**config.mk**
```make
export PLATFORM = sky130hd
export DESIGN_NAME = noc_out_arbiter
export DESIGN_NICKNAME = d
export VERILOG_FILES = /design/src/rtl/noc_out_arbiter_pkg.sv /design/src/rtl/noc_out_arbiter_rr.sv /design/src/rtl/noc_out_arbiter.sv
export SDC_FILE = /design/constraint.sdc
export NUM_CORES = 1
export LEC_CHECK = 0
export ABC_AREA = 0
export BUFFER_PORTS_ARGS = -buffer_cell sky130_fd_sc_hd__clkbuf_2
export CAP_MARGIN = 20
export CORE_MARGIN = 2
export CORE_UTILIZATION = 51
export DETAILED_ROUTE_END_ITERATION = 7
export MAX_ROUTING_LAYER = met4
export PLACE_DENSITY = 0.82
export SYNTH_ARGS = -nofsm -noshare
export SYNTH_HDL_FRONTEND = slang
export SYNTH_SLANG_ARGS = --single-unit
```
**constraint.sdc**
```tcl
create_clock -name clock -period 3.45 [get_ports clock]
set_input_delay 0.5175 -clock clock [delete_from_list [all_inputs] [get_ports clock]]
set_output_delay 0.5175 -clock clock [all_outputs]
set_load 0.1 [all_outputs]
```
**src/rtl/noc_out_arbiter_pkg.sv**
```systemverilog
// Shared NoC types: packet layout, link byte ordering, arbiter states.
// Used by nodes, router ports and noc_out_arbiter.
package noc_out_arbiter_pkg;

  localparam int PKT_BYTES = 4;

  typedef struct packed {
    logic [3:0]  src;
    logic [3:0]  dst;
    logic [23:0] data;
  } pkt_t;

  typedef logic [PKT_BYTES-1:0][7:0] pkt_bytes_t;

  typedef enum logic {
    IDLE = 1'b0,
    SEND = 1'b1
  } state_t;

  // Byte 0 carries the route header; data follows MSB first.
  function automatic pkt_bytes_t pkt_to_bytes(input pkt_t p);
    pkt_bytes_t b;
    b[0] = {p.src, p.dst};
    b[1] = p.data[23:16];
    b[2] = p.data[15:8];
    b[3] = p.data[7:0];
    return b;
  endfunction

endpackage

```
**src/rtl/noc_out_arbiter_rr.sv**
```systemverilog
// Combinational round-robin pick: first requester at or after ptr.
// Emits a one-hot grant and the winner index.
module rr_arbiter #(
  parameter  int N = 4,
  localparam int W = $clog2(N)
) (
  input  logic [N-1:0] req,
  input  logic [W-1:0] ptr,
  output logic [N-1:0] gnt,
  output logic [W-1:0] idx,
  output logic         any
);

  logic [W:0] w_j;

  always_comb begin
    gnt = '0;
    idx = '0;
    any = 1'b0;
    w_j = '0;
    for (int k = 0; k < N; k++) begin
      w_j = {1'b0, ptr} + (W+1)'(k);
      if (w_j >= (W+1)'(N)) begin
        w_j = w_j - (W+1)'(N);
      end
      if (!any && req[w_j[W-1:0]]) begin
        any             = 1'b1;
        gnt[w_j[W-1:0]] = 1'b1;
        idx             = w_j[W-1:0];
      end
    end
  end

endmodule

```
**src/rtl/noc_out_arbiter.sv**
```systemverilog
// Round-robin output-link arbiter; serializes one packet as 4 link bytes.
// Define NOC_ARB_STATS_EN to add per-source saturating grant counters.
module noc_out_arbiter
  import noc_out_arbiter_pkg::*;
#(
  parameter  int NUM_REQ = 4,
  localparam int W       = $clog2(NUM_REQ)
) (
  input  logic               clock,
  input  logic               reset_b,
  input  logic [NUM_REQ-1:0] req,
  input  pkt_t               pkt_in [NUM_REQ],
  output logic [NUM_REQ-1:0] grant,
  input  logic               free_out,
  output logic               put_out,
  output logic [7:0]         payload_out,
  output logic               busy
`ifdef NOC_ARB_STATS_EN
  ,
  output logic [15:0]        grant_cnt [NUM_REQ]
`endif
);

  localparam logic [2:0] LAST = 3'(PKT_BYTES);

  state_t             r_state;
  state_t             w_next;
  logic [W-1:0]       r_ptr;
  logic [2:0]         r_cnt;
  pkt_bytes_t         r_hold;
  logic               r_put;
  logic [7:0]         r_payload;
  logic [NUM_REQ-1:0] w_gnt;
  logic [W-1:0]       w_idx;
  logic               w_any;
  logic               w_fire;
  pkt_bytes_t         w_bytes;

  rr_arbiter #(
    .N(NUM_REQ)
  ) u_rr (
    .req(req),
    .ptr(r_ptr),
    .gnt(w_gnt),
    .idx(w_idx),
    .any(w_any)
  );

  assign w_fire  = (r_state == IDLE) && free_out && w_any;
  assign w_bytes = pkt_to_bytes(pkt_in[w_idx]);

  always_ff @(posedge clock or negedge reset_b) begin
    if (!reset_b) begin
      r_state <= IDLE;
    end else begin
      r_state <= w_next;
    end
  end

  always_comb begin
    w_next = r_state;
    unique case (r_state)
      IDLE: if (w_fire) w_next = SEND;
      SEND: if (r_cnt == LAST) w_next = IDLE;
      default: w_next = IDLE;
    endcase
  end

  always_comb begin
    grant = w_fire ? w_gnt : '0;
    busy  = (r_state == SEND);
  end

  // r_cnt indexes the next byte to show; LAST means byte3 is on the link.
  always_ff @(posedge clock or negedge reset_b) begin
    if (!reset_b) begin
      r_ptr     <= '0;
      r_cnt     <= '0;
      r_hold    <= '0;
      r_put     <= 1'b0;
      r_payload <= 8'h00;
    end else if (w_fire) begin
      r_hold    <= w_bytes;
      r_ptr     <= (w_idx == W'(NUM_REQ-1)) ? '0 : w_idx + W'(1);
      r_put     <= 1'b1;
      r_payload <= w_bytes[0];
      r_cnt     <= 3'd1;
    end else if (r_state == SEND) begin
      if (r_cnt == LAST) begin
        r_put <= 1'b0;
        r_cnt <= '0;
      end else begin
        r_payload <= r_hold[r_cnt[1:0]];
        r_cnt     <= r_cnt + 3'd1;
      end
    end
  end

  assign put_out     = r_put;
  assign payload_out = r_payload;

`ifdef NOC_ARB_STATS_EN
  logic [15:0] r_grant_cnt [NUM_REQ];

  always_ff @(posedge clock or negedge reset_b) begin
    if (!reset_b) begin
      for (int i = 0; i < NUM_REQ; i++) r_grant_cnt[i] <= '0;
    end else begin
      for (int i = 0; i < NUM_REQ; i++) begin
        if (grant[i] && (r_grant_cnt[i] != 16'hFFFF)) begin
          r_grant_cnt[i] <= r_grant_cnt[i] + 16'd1;
        end
      end
    end
  end

  assign grant_cnt = r_grant_cnt;
`endif

endmodule

```
# Word-level counts from Yosys, hierarchy flattened
# Cells that the tools add are included.
# totals
inputBits,135
register_bits,47
out_inout_bits,14
word_cells,107
# classes
bitwise,5
n_mux,51
n_lt_le_gt_ge,14
n_eq_ne,3
n_reduce_logical,16
add_sub_neg,9
# op_table
operator,n
$bmux W32 S2,1
$mux W32,2
$mux W8,4
$mux W4,5
$mux W2,9
$mux W1,17
$bmux W8 S2,1
$lt A2 B3 Y1 const B,5
$ge A3 B3 Y1 const B,4
$or A4 B4 Y4,3
$logic_and A1 B1 Y1,9
$mux W3,3
$bmux W1 S2,4
$demux W1 S2,4
$ge A2 B1 Y1 const B,4
$sub A2 B1 Y2 const B,4
$add A2 B2 Y3 const B,2
$reduce_and A2 Y1,2
$reduce_bool A2 Y1,2
$add A2 B1 Y3 const B,1
$add A3 B1 Y3 const B,1
$eq A3 B3 Y1 const B,1
$ge A2 B3 Y1 const B,1
$logic_not A1 Y1,3
other kinds (6),6

# Longest topological paths before layout
# Gate-level depths: netlist (run 1).
# depth
word_depth,19
depth_mapped,12
mapped_depth_nobuf,8

# By module
# From an unflattened synthesis (run 1), not the netlist that was laid out.
# hier_totals
hier_cells,224
area_unflattened_um2,3359.5
# modules_own_cells
module,n_inst,cells_per_inst,area_each_um2
noc_out_arbiter,1,179,2937.8
rr_arbiter,1,45,421.7

# Worst setup path before layout (run 1)
# No wires, ideal clock.
# synth_timing
path_kind,reg-to-output
start,register r_ptr[0]
end,output port grant[0]
setup_slack_ps,-892
path_buffers,3
t_arrival_ps,3825
stages_incl_launch_ff,11
path_cell_list,dfrtp_1 -> buf_6 -> buf_2 -> clkinv_1 -> ha_1 -> mux4_1 -> nor2b_1 -> buf_2 -> a221o_1 -> o21ai_0 -> a21oi_1
# synth_via
elab_chain_cells,16
elab_cells_between_ends,62
# synth_lines
item,line,source
"start, declared",noc_out_arbiter.sv:28,logic [W-1:0] r_ptr;
"start signal, assigned",noc_out_arbiter.sv:84,r_ptr <= (w_idx == W'(NUM_REQ-1)) ? '0 : w_idx + W'(1);
branches (longest 15 deep; another with $add A2 B1 Y3),-,
$mux W4 (*),noc_out_arbiter.sv:70,grant = w_fire ? w_gnt : '0;
"end, declared",noc_out_arbiter.sv:13,"output logic [NUM_REQ-1:0] grant,"
# Every way passes the cells marked *. The select of a mux whose other input is x is not followed.

# Worst setup path in the final report (run 1)
# Ends and elaborated chain as after synthesis.

==> results_dict.tcl, run 1 <==
set metrics [dict create \
    grt_max_degree 35 \
    root_buffer "clkbuf_8" \
    synth_fp_nets 562 \
    cts.path.max_buffers 2 \
    synthCells 417 \
    io_buffers 148 \
    ys_seq_area_share_pct 29.3 \
    core_mm2 0.00769 \
    wirelength_mm 11.9 \
    fp.dieH_um 92.7 \
    status "completed" \
    hold_class "in -> async" \
    ctsHoldBuffers 0 \
    reg2reg_depth 8 \
    r2r_start "r_ptr[0]" \
    rr_endpoint "r_hold[7]" \
    fin_crit_ns 3.28 \
    antenna_found_initial 0 \
    vias 4044 \
    path_class "reg -> out" \
    arrival_ns 2.76 \
    crit_path_start_kind "register" \
    finalSetupViolations 0 \
    worst_setup_path_end_kind "output port" \
    netlist.area_leader.share_pct 29.3 \
    drive_gt1_share_pct 40.9 \
    synth_area_per_cell_um2 9.62 \
    drv_cap 0 \
    synth-main-ff-cell "dfrtp_1" \
    post_cts_resize_count 0 \
    grt_pass1_vias 4080 \
    die_area_mm2 0.00859 \
    syn_to_final_growth_pct 24.4 \
    cts_buffers 5 \
    skew_ns 0.0110 \
    drt-initial-drc-count 245 \
    ios 149 \
    rows 32 \
    final_max_slew_viol_count 0 \
    worst_pin_slew_ns 1.04 \
    synth_warnings 0 \
    crit_fanout 11 \
    grt.overflow.total 0 \
    ant_nets 0 \
    netlist_area_mm2 0.00401 \
    max_freq_mhz 305 \
    insertion_delay_ns 0.30 \
    slew_headroom_pct 30.5 \
    cts_setup_buffers 0 \
    grt_pass1_wl_mm 19.2 \
    ys_ff_latch 47 \
    startpoint "r_ptr[0]" \
    multi_input_area_mm2 0.00265 \
    critical_path_required_ns 2.93 \
    yosysTopAreaCell "dfrtp_1" \
    synth_edf_count 0 \
    mostFrequentLayoutCells "144 x clkbuf_2, 48 x o22ai_1, 47 x nand2_1, 47 x dfrtp_1, 37 x mux2i_1" \
    via_per_inst 6.21 \
    rsz0062_at_grt "false" \
    htreeDepth 2 \
    synth.area.top_cells "dfrtp_1 29%, mux2i_1 9.2%, o22ai_1 7.5%" \
    fin_nets 693 \
    async_flop_share_pct 100 \
    fin_tns_setup_ns 0 \
    rrSetupSlack_ns 0.38 \
    max-vdd-ir-drop_v 0.000427 \
    final-seq-area_mm2 0.00118 \
    power.density_mw_per_mm2 991 \
    wl_per_cell_um 18.3 \
    finalCritPeriodShare_pct 94.9 \
    gp_congestion 0.875 \
    start_util_pct 52.2 \
    first_pass_iters 5 \
    cts_sinks 47 \
    cts_tree "done" \
    endpoint "grant[0]" \
    n_fill_cell 675 \
    die_w_um 92.7 \
    cellLeakagePower_nw 2.31 \
    clkTransAtPathRegs_ns 0.09 \
    final_common_cell "clkbuf_2" \
    hold_slack_ns 0.145 \
    drc 0 \
    track_usage_pct 28.7 \
    finalHoldViolations 0 \
    synth_cell_types 47 \
    hpwl_mm 8.77 \
]
[state kept, by name, summed over array words and instances, names as in the netlist]
signal and count:
r_cnt 3, payload_out 8, r_hold 32, busy 1, r_ptr 2, put_out 1
[stage by stage]
step	power, mW	worst slack [ns]	utilization (%)	instance area [um2]	std cells
floorplan	3.78	0.116	-	4060	417
global placement	4.47	0.390	63.6	4890	642
detailed placement	4.55	0.407	63.6	4890	642
CTS	4.90	0.176	64.7	4980	649
global route	5.26	0.0344	64.9	4990	650
finish	4.94	0.174	64.9	4990	651
[area by class of cell]
type / instances / share of cell area, %
multi-input cells: 323 / 53.1
flip-flops and latches: 47 / 23.6
repair buffers: 163 / 18.4
well taps: 102 / 2.56
clock buffers: 6 / 1.65
inverters: 8 / 0.627
clock inverters: 1 / 0.100
diodes: 1 / 0.0502
[report_power, final]
| group | switching (mW) | total [mW] | internal, mW |
|---|---|---|---|
| sequential | 0.205 | 1.04 | 0.834 |
| combinational | 2.21 | 3.56 | 1.36 |
| clock | 0.184 | 0.341 | 0.158 |
[layer usage]
layer | vias to the layer above | GRT usage (%) | wire length (um)
li1 | 1889 | - | -
met1 | 1968 | 35.3 | 4970
met2 | 169 | 48.8 | 5980
met3 | 18 | 4.64 | 750
met4 | 0 | 9.07 | 221
met5 | - | - | 0
[cell families (layout without fill, tap and decap cells)]
family	after synthesis	count (layout)	share of synthesized area, %
compound gates	156	156	31.7
xor+xnor	2	2	0.437
fa+ha+maj	10	10	3.12
buf+inv	47	178	6.43
flops	47	47	29.3
mux	53	53	16.6
other cells	0	1	0
simple gates	102	102	12.4
[worst max-delay path, cell delays in order (launching register included)]
cell and delay (ns):
dfrtp_1 0.38, clkinv_2 0.18, ha_2 0.46, mux4_1 0.40, nor2b_1 0.33, a221o_1 0.20
o21ai_0 0.15, a21oi_4 0.18, buf_12 0.19
[worst min path at each step]
stage	from	endpoint	slack [ns]
after CTS	reset_b	r_hold[3]	0.16
after global placement	put_out	put_out	0.47
final	reset_b	r_hold[3]	0.15
after global routing	reset_b	r_hold[3]	0.18
after floorplan	reset_b	busy	0.22
after detailed placement	put_out	put_out	0.48
[cell usage after synthesis (6+ instances only)]
master and number:
o211ai_2 20, o22ai_1 48, nand2_1 47, mux4_2 9, a211o_1 25, ha_1 10
a21oi_1 6, mux2i_1 37, buf_2 14, inv_1 7, nor3_1 8, nor2_1 16
mux2_2 6, clkbuf_1 20, o21ai_0 7, nor3b_1 11, a211oi_1 20, dfrtp_1 47
o211ai_1 7
(Power assumes the default switching activity.)
==> run 2: changes to the inputs <==
Settings changed: CORE_UTILIZATION 51 to 52, CTS_BUF_LIST from default to sky130_fd_sc_hd__clkbuf_8, PLACE_DENSITY 0.82 to 0.84.
==> run 2 against run 1 <==
Non-clock buffer count down 1. Design area up 0.15%. Maximum frequency up 0.57%. Die area down 1.8%. Final cell count down 0.15%. Largest cell class unchanged. Highest routed layer unchanged.
==> results_dict.tcl, run 2 (synthesized netlist as in run 1, its figures left out) <==
set metrics [dict create \
    status "completed" \
    regMostFlops "r_hold" \
    cts_setup_buffers 0 \
    gp_congestion 0.869 \
    vias 4059 \
    slew_headroom_pct 29.7 \
    hold_slack_ns 0.286 \
    fin_util_pct 65.7 \
    worst_setup_path_end_kind "output port" \
    post_cts_resize_count 0 \
    p_seq_share_pct 21.5 \
    max_freq_mhz 307 \
    intPower_mw 2.35 \
    finalHoldViolations 0 \
    combPwrFrac_pct 71.6 \
    reg2reg_depth 9 \
    rr_endpoint "r_hold[18]" \
    rsz0062_at_grt "false" \
    rrSetupSlack_ns 0.43 \
    netSwitchingPower_mw 2.64 \
    hold_class "in -> async" \
    grt_pass1_vias 4066 \
    die_w_um 91.8 \
    cts_sinks 47 \
    antenna_cells 0 \
    core_mm2 0.00761 \
    drive_gt1_share_pct 40.9 \
    drc 0 \
    grt.overflow.total 0 \
    final_max_slew_viol_count 0 \
    rows 32 \
    first_pass_iters 4 \
    crit_path_start_kind "register" \
    crit_fanout 11 \
    arrival_ns 2.74 \
    hpwl_mm 8.86 \
    grt_max_degree 48 \
    antenna_found_initial 0 \
    power.density_mw_per_mm2 997 \
    max-vdd-ir-drop_v 0.000391 \
    via_per_inst 6.24 \
    wirelength_mm 11.9 \
    fp.dieH_um 91.8 \
    die_area_mm2 0.00843 \
    drv_cap 0 \
    ctsHoldBuffers 0 \
    mostFrequentLayoutCells "144 x clkbuf_2, 48 x o22ai_1, 47 x nand2_1, 47 x dfrtp_1, 37 x mux2i_1" \
    start_util_pct 52.7 \
    track_usage_pct 29.9 \
    fin_tns_setup_ns 0 \
    r2r_start "r_ptr[0]" \
    htreeDepth 2 \
    ant_nets 0 \
    fin_nets 692 \
    insertion_delay_ns 0.31 \
    finalSetupViolations 0 \
    path_class "reg -> out" \
    cellLeakagePower_nw 2.30 \
    worst_pin_slew_ns 1.05 \
    cts.path.max_buffers 2 \
    grt_pass1_wl_mm 19.7 \
    wl_per_cell_um 18.4 \
    io_buffers 148 \
    cts_buffers 5 \
    largest_reg_flops 32 \
    n_fill_cell 656 \
    finalCritPeriodShare_pct 94.4 \
    root_buffer "clkbuf_8" \
    ios 149 \
    clkTransAtPathRegs_ns 0.09 \
    fin_crit_ns 3.26 \
    syn_to_final_growth_pct 24.6 \
    clkPwrFrac_pct 6.8 \
    cts_tree "done" \
    drt-initial-drc-count 250 \
    swShare_pct 52.9 \
    skew_ns 0.00805 \
    critical_path_required_ns 2.93 \
    final_common_cell "clkbuf_2" \
]
-- run 2: final cells by class --
cell class	count	area [um2]	share of cell area [%]
Multi-Input combinational cell	323	2650	53.0
Inverter	8	31.3	0.626
Sequential cell	47	1180	23.5
Clock inverter	3	20.0	0.401
Clock buffer	5	68.8	1.38
Tap cell	102	128	2.55
Timing Repair Buffer	162	926	18.5
-- run 2: how the worst max path moves through the flow --
stage                         from        endpoint  slack [ns]  cells past startpoint
after global routing      r_ptr[0]        grant[0]        0.04                      9
final                     r_ptr[0]        grant[1]        0.19                      9
after detailed placement  r_ptr[0]      r_hold[30]        0.43                      8
after CTS                 r_ptr[0]        grant[1]        0.19                      9
after floorplan           r_ptr[0]        grant[1]        0.12                     10
after global placement      req[2]  payload_out[4]        0.45                      7
-- run 2: power by group through the flow --
stage | sequential (mW) | clock (mW) | combinational, mW
detailed placement | 1.08 | 0 | 3.49
global placement | 1.07 | 0 | 3.37
CTS | 1.07 | 0.338 | 3.51
finish | 1.07 | 0.339 | 3.57
global route | 1.10 | 0.361 | 3.85
floorplan | 1.38 | 0 | 2.40
-- run 2: routing by layer --
metal	GRT usage, %	up-vias	share of wire, %
met2	48.5	175	50
met4	8.83	0	1.7
met1	38.6	1971	41
met5	-	-	0
met3	5.26	20	6.4
li1	-	1893	-
-- run 2: worst max-delay path: stages, from the launching register on --
cell and delay, ns:
dfrtp_1 0.39, clkinv_2 0.17, ha_2 0.46, mux4_1 0.41
nor2b_1 0.16, buf_4 0.18, a221o_1 0.15, o21ai_0 0.15
a21oi_4 0.18, buf_12 0.19
-- run 2: through the flow --
stage	cells	setup slack (ns)	instance area (um2)	power [mW]
floorplan	417	0.116	4060	3.78
global placement	641	0.454	4880	4.44
detailed placement	641	0.430	4880	4.58
CTS	649	0.187	4970	4.92
global route	650	0.0369	5000	5.32
finish	650	0.193	5000	4.98
==> run 3: changes to the inputs <==
==> constraint.sdc (replaced) <==
create_clock -name clock -period 3.45 [get_ports clock]
set_input_delay 0.1725 -clock clock [delete_from_list [all_inputs] [get_ports clock]]
set_output_delay 0.1725 -clock clock [all_outputs]
set_load 0.1 [all_outputs]
==> run 3 against run 2 <==
Global-route usage down 1.0 points. Power up 0.55%. Sequential share of layout area about the same. Non-clock buffer count unchanged. First-iteration DRC count up 17%. Critical endpoint is now grant[2]. Largest power group unchanged.
==> results_dict.tcl, run 3 (synthesized netlist as in run 1, its figures left out) <==
set metrics [dict create \
    grt_pass1_wl_mm 19.0 \
    finalCritPeriodShare_pct 93.4 \
    fin_crit_ns 3.22 \
    status "completed" \
    via_per_inst 6.28 \
    max-vdd-ir-drop_v 0.000417 \
    cts_tree "done" \
    crit_chain "clkinv_1 -> ha_1 -> mux4_1 -> nor2b_2 -> a221o_1 -> o21ai_0 -> a21oi_2 -> buf_12" \
    finalHoldViolations 0 \
    wl_per_cell_um 18.4 \
    core_mm2 0.00761 \
    clkTransAtPathRegs_ns 0.09 \
    root_buffer "clkbuf_8" \
    endpoint "grant[2]" \
    n_fill_cell 625 \
    critical_path_required_ns 3.28 \
    cts_sinks 47 \
    grt_max_degree 43 \
    instances_no_fill 650 \
    rr_endpoint "payload_out[5]" \
    fp.dieH_um 91.8 \
    drt-initial-drc-count 293 \
    grt-busiest-layer "met2" \
    slowest_delay_ns 0.56 \
    grt_pass1_vias 3913 \
    start_util_pct 52.7 \
    worst_pin_slew_ns 0.842 \
    first_pass_iters 5 \
    finalSetupViolations 0 \
    final_max_slew_viol_count 0 \
    slew_headroom_pct 43.7 \
    htreeDepth 2 \
    fin_util_pct 65.6 \
    regMostFlops "r_hold" \
    wirelength_mm 11.9 \
    cellLeakagePower_nw 2.31 \
    track_usage_pct 28.8 \
    power.density_mw_per_mm2 1000 \
    path_class "reg -> out" \
    fin_tns_setup_ns 0 \
    rows 32 \
    drv_cap 0 \
    vias 4079 \
    cp_slowest_cell "ha_1" \
    syn_to_final_growth_pct 24.5 \
    drc 0 \
    fin_nets 692 \
    hold_class "in -> reg" \
    drive_gt1_share_pct 40.5 \
    grt.overflow.total 0 \
    mostFrequentLayoutCells "144 x clkbuf_2, 48 x o22ai_1, 47 x nand2_1, 47 x dfrtp_1, 37 x mux2i_1" \
    startpoint "r_ptr[0]" \
    gp_congestion 0.932 \
    final_common_cell "clkbuf_2" \
    hpwl_mm 8.95 \
    rsz0062_at_grt "false" \
    cts.path.max_buffers 2 \
    use_met2_pct 45.7 \
    met1_usage_pct 38.2 \
    die_w_um 91.8 \
    arrival_ns 3.05 \
    ios 149 \
    max_freq_mhz 310 \
    rrSetupSlack_ns 0.29 \
    skew_ns 0.00971 \
    r2r_start "r_ptr[0]" \
    crit_path_start_kind "register" \
    antenna_cells 0 \
    die_area_mm2 0.00843 \
    ant_nets 0 \
    largest_reg_flops 32 \
    grtUsageMet3_pct 3.62 \
    cts_buffers 5 \
    io_buffers 148 \
    placed_cells 641 \
    worst_setup_path_end_kind "output port" \
    crit_fanout 11 \
    insertion_delay_ns 0.31 \
    reg2reg_depth 8 \
    antenna_found_initial 0 \
]
-- run 3: cell types whose count changed in the layout (fill, tap and decap cells not counted), moves of 2 or more --
cell / delta
clkinv_2: -2
a21oi_2: +4
a21oi_4: -4
clkinvlp_4: -2
-- run 3: report_power, final --
part	internal, mW	switching (mW)
Clock	0.239	0.200
Sequential	0.834	0.246
Combinational	1.34	2.15
-- run 3: per-stage QoR --
| step | setup WS, ns | instance area (um2) | hold slack (ns) | power [mW] |
|---|---|---|---|---|
| 2_1_floorplan | 0.0528 | 4030 | -0.123 | 3.75 |
| 3_3_place_gp | 0.567 | 4860 | 0.0643 | 4.40 |
| 3_5_place_dp | 0.379 | 4860 | 0.0652 | 4.53 |
| 5_1_grt | 0.0583 | 4990 | 0.176 | 5.32 |
| 6_report | 0.228 | 4990 | 0.166 | 5.01 |
| 4_1_cts | 0.137 | 4990 | 0.163 | 4.98 |
-- run 3: how the worst min path moves through the flow --
stage,endpoint,startpoint,slack [ns],cells after the start
5_1_grt,r_hold[11],pkt_in[51],0.18,3
2_1_floorplan,busy,reset_b,-0.12,0
4_1_cts,r_hold[26],pkt_in[2],0.16,3
3_3_place_gp,payload_out[2],reset_b,0.06,1
3_5_place_dp,r_hold[2],reset_b,0.07,1
6_report,r_hold[26],pkt_in[2],0.17,3
-- run 3: layer usage --
layer | up-vias | routed length [um]
met5 | - | 0
met4 | 0 | 350
met3 | 27 | 738
met2 | 211 | 5980
met1 | 1939 | 4860
li1 | 1902 | -
-- run 3: what timing repair did --
action,4_1_cts,5_1_grt
hold buffers,1,0
hold endpoints to repair,10,0
buffers inserted,0,0
gates resized for setup,0,1
setup endpoints to repair,0,4
-- run 3: area by class of cell --
type                            instances  area [um2]  share of cell area (%)
Clock buffer                            6        82.6                    1.65
Timing Repair Buffer                  162         921                    18.4
Inverter                                8        30.0                   0.601
Multi-Input combinational cell        323        2620                    52.4
Clock inverter                          2        38.8                   0.777
Sequential cell                        47        1180                    23.6
Tap cell                              102         128                    2.56
-- run 3: worst max-delay path: cells and delay by family, from the launching register on --
family / cells / cell delay (ns)
adders and majority gates: 1 / 0.56
AOI/OAI and AO/OA: 3 / 0.56
buffers and inverters: 2 / 0.47
muxes: 1 / 0.45
DFF: 1 / 0.36
and+or+nand+nor: 1 / 0.35
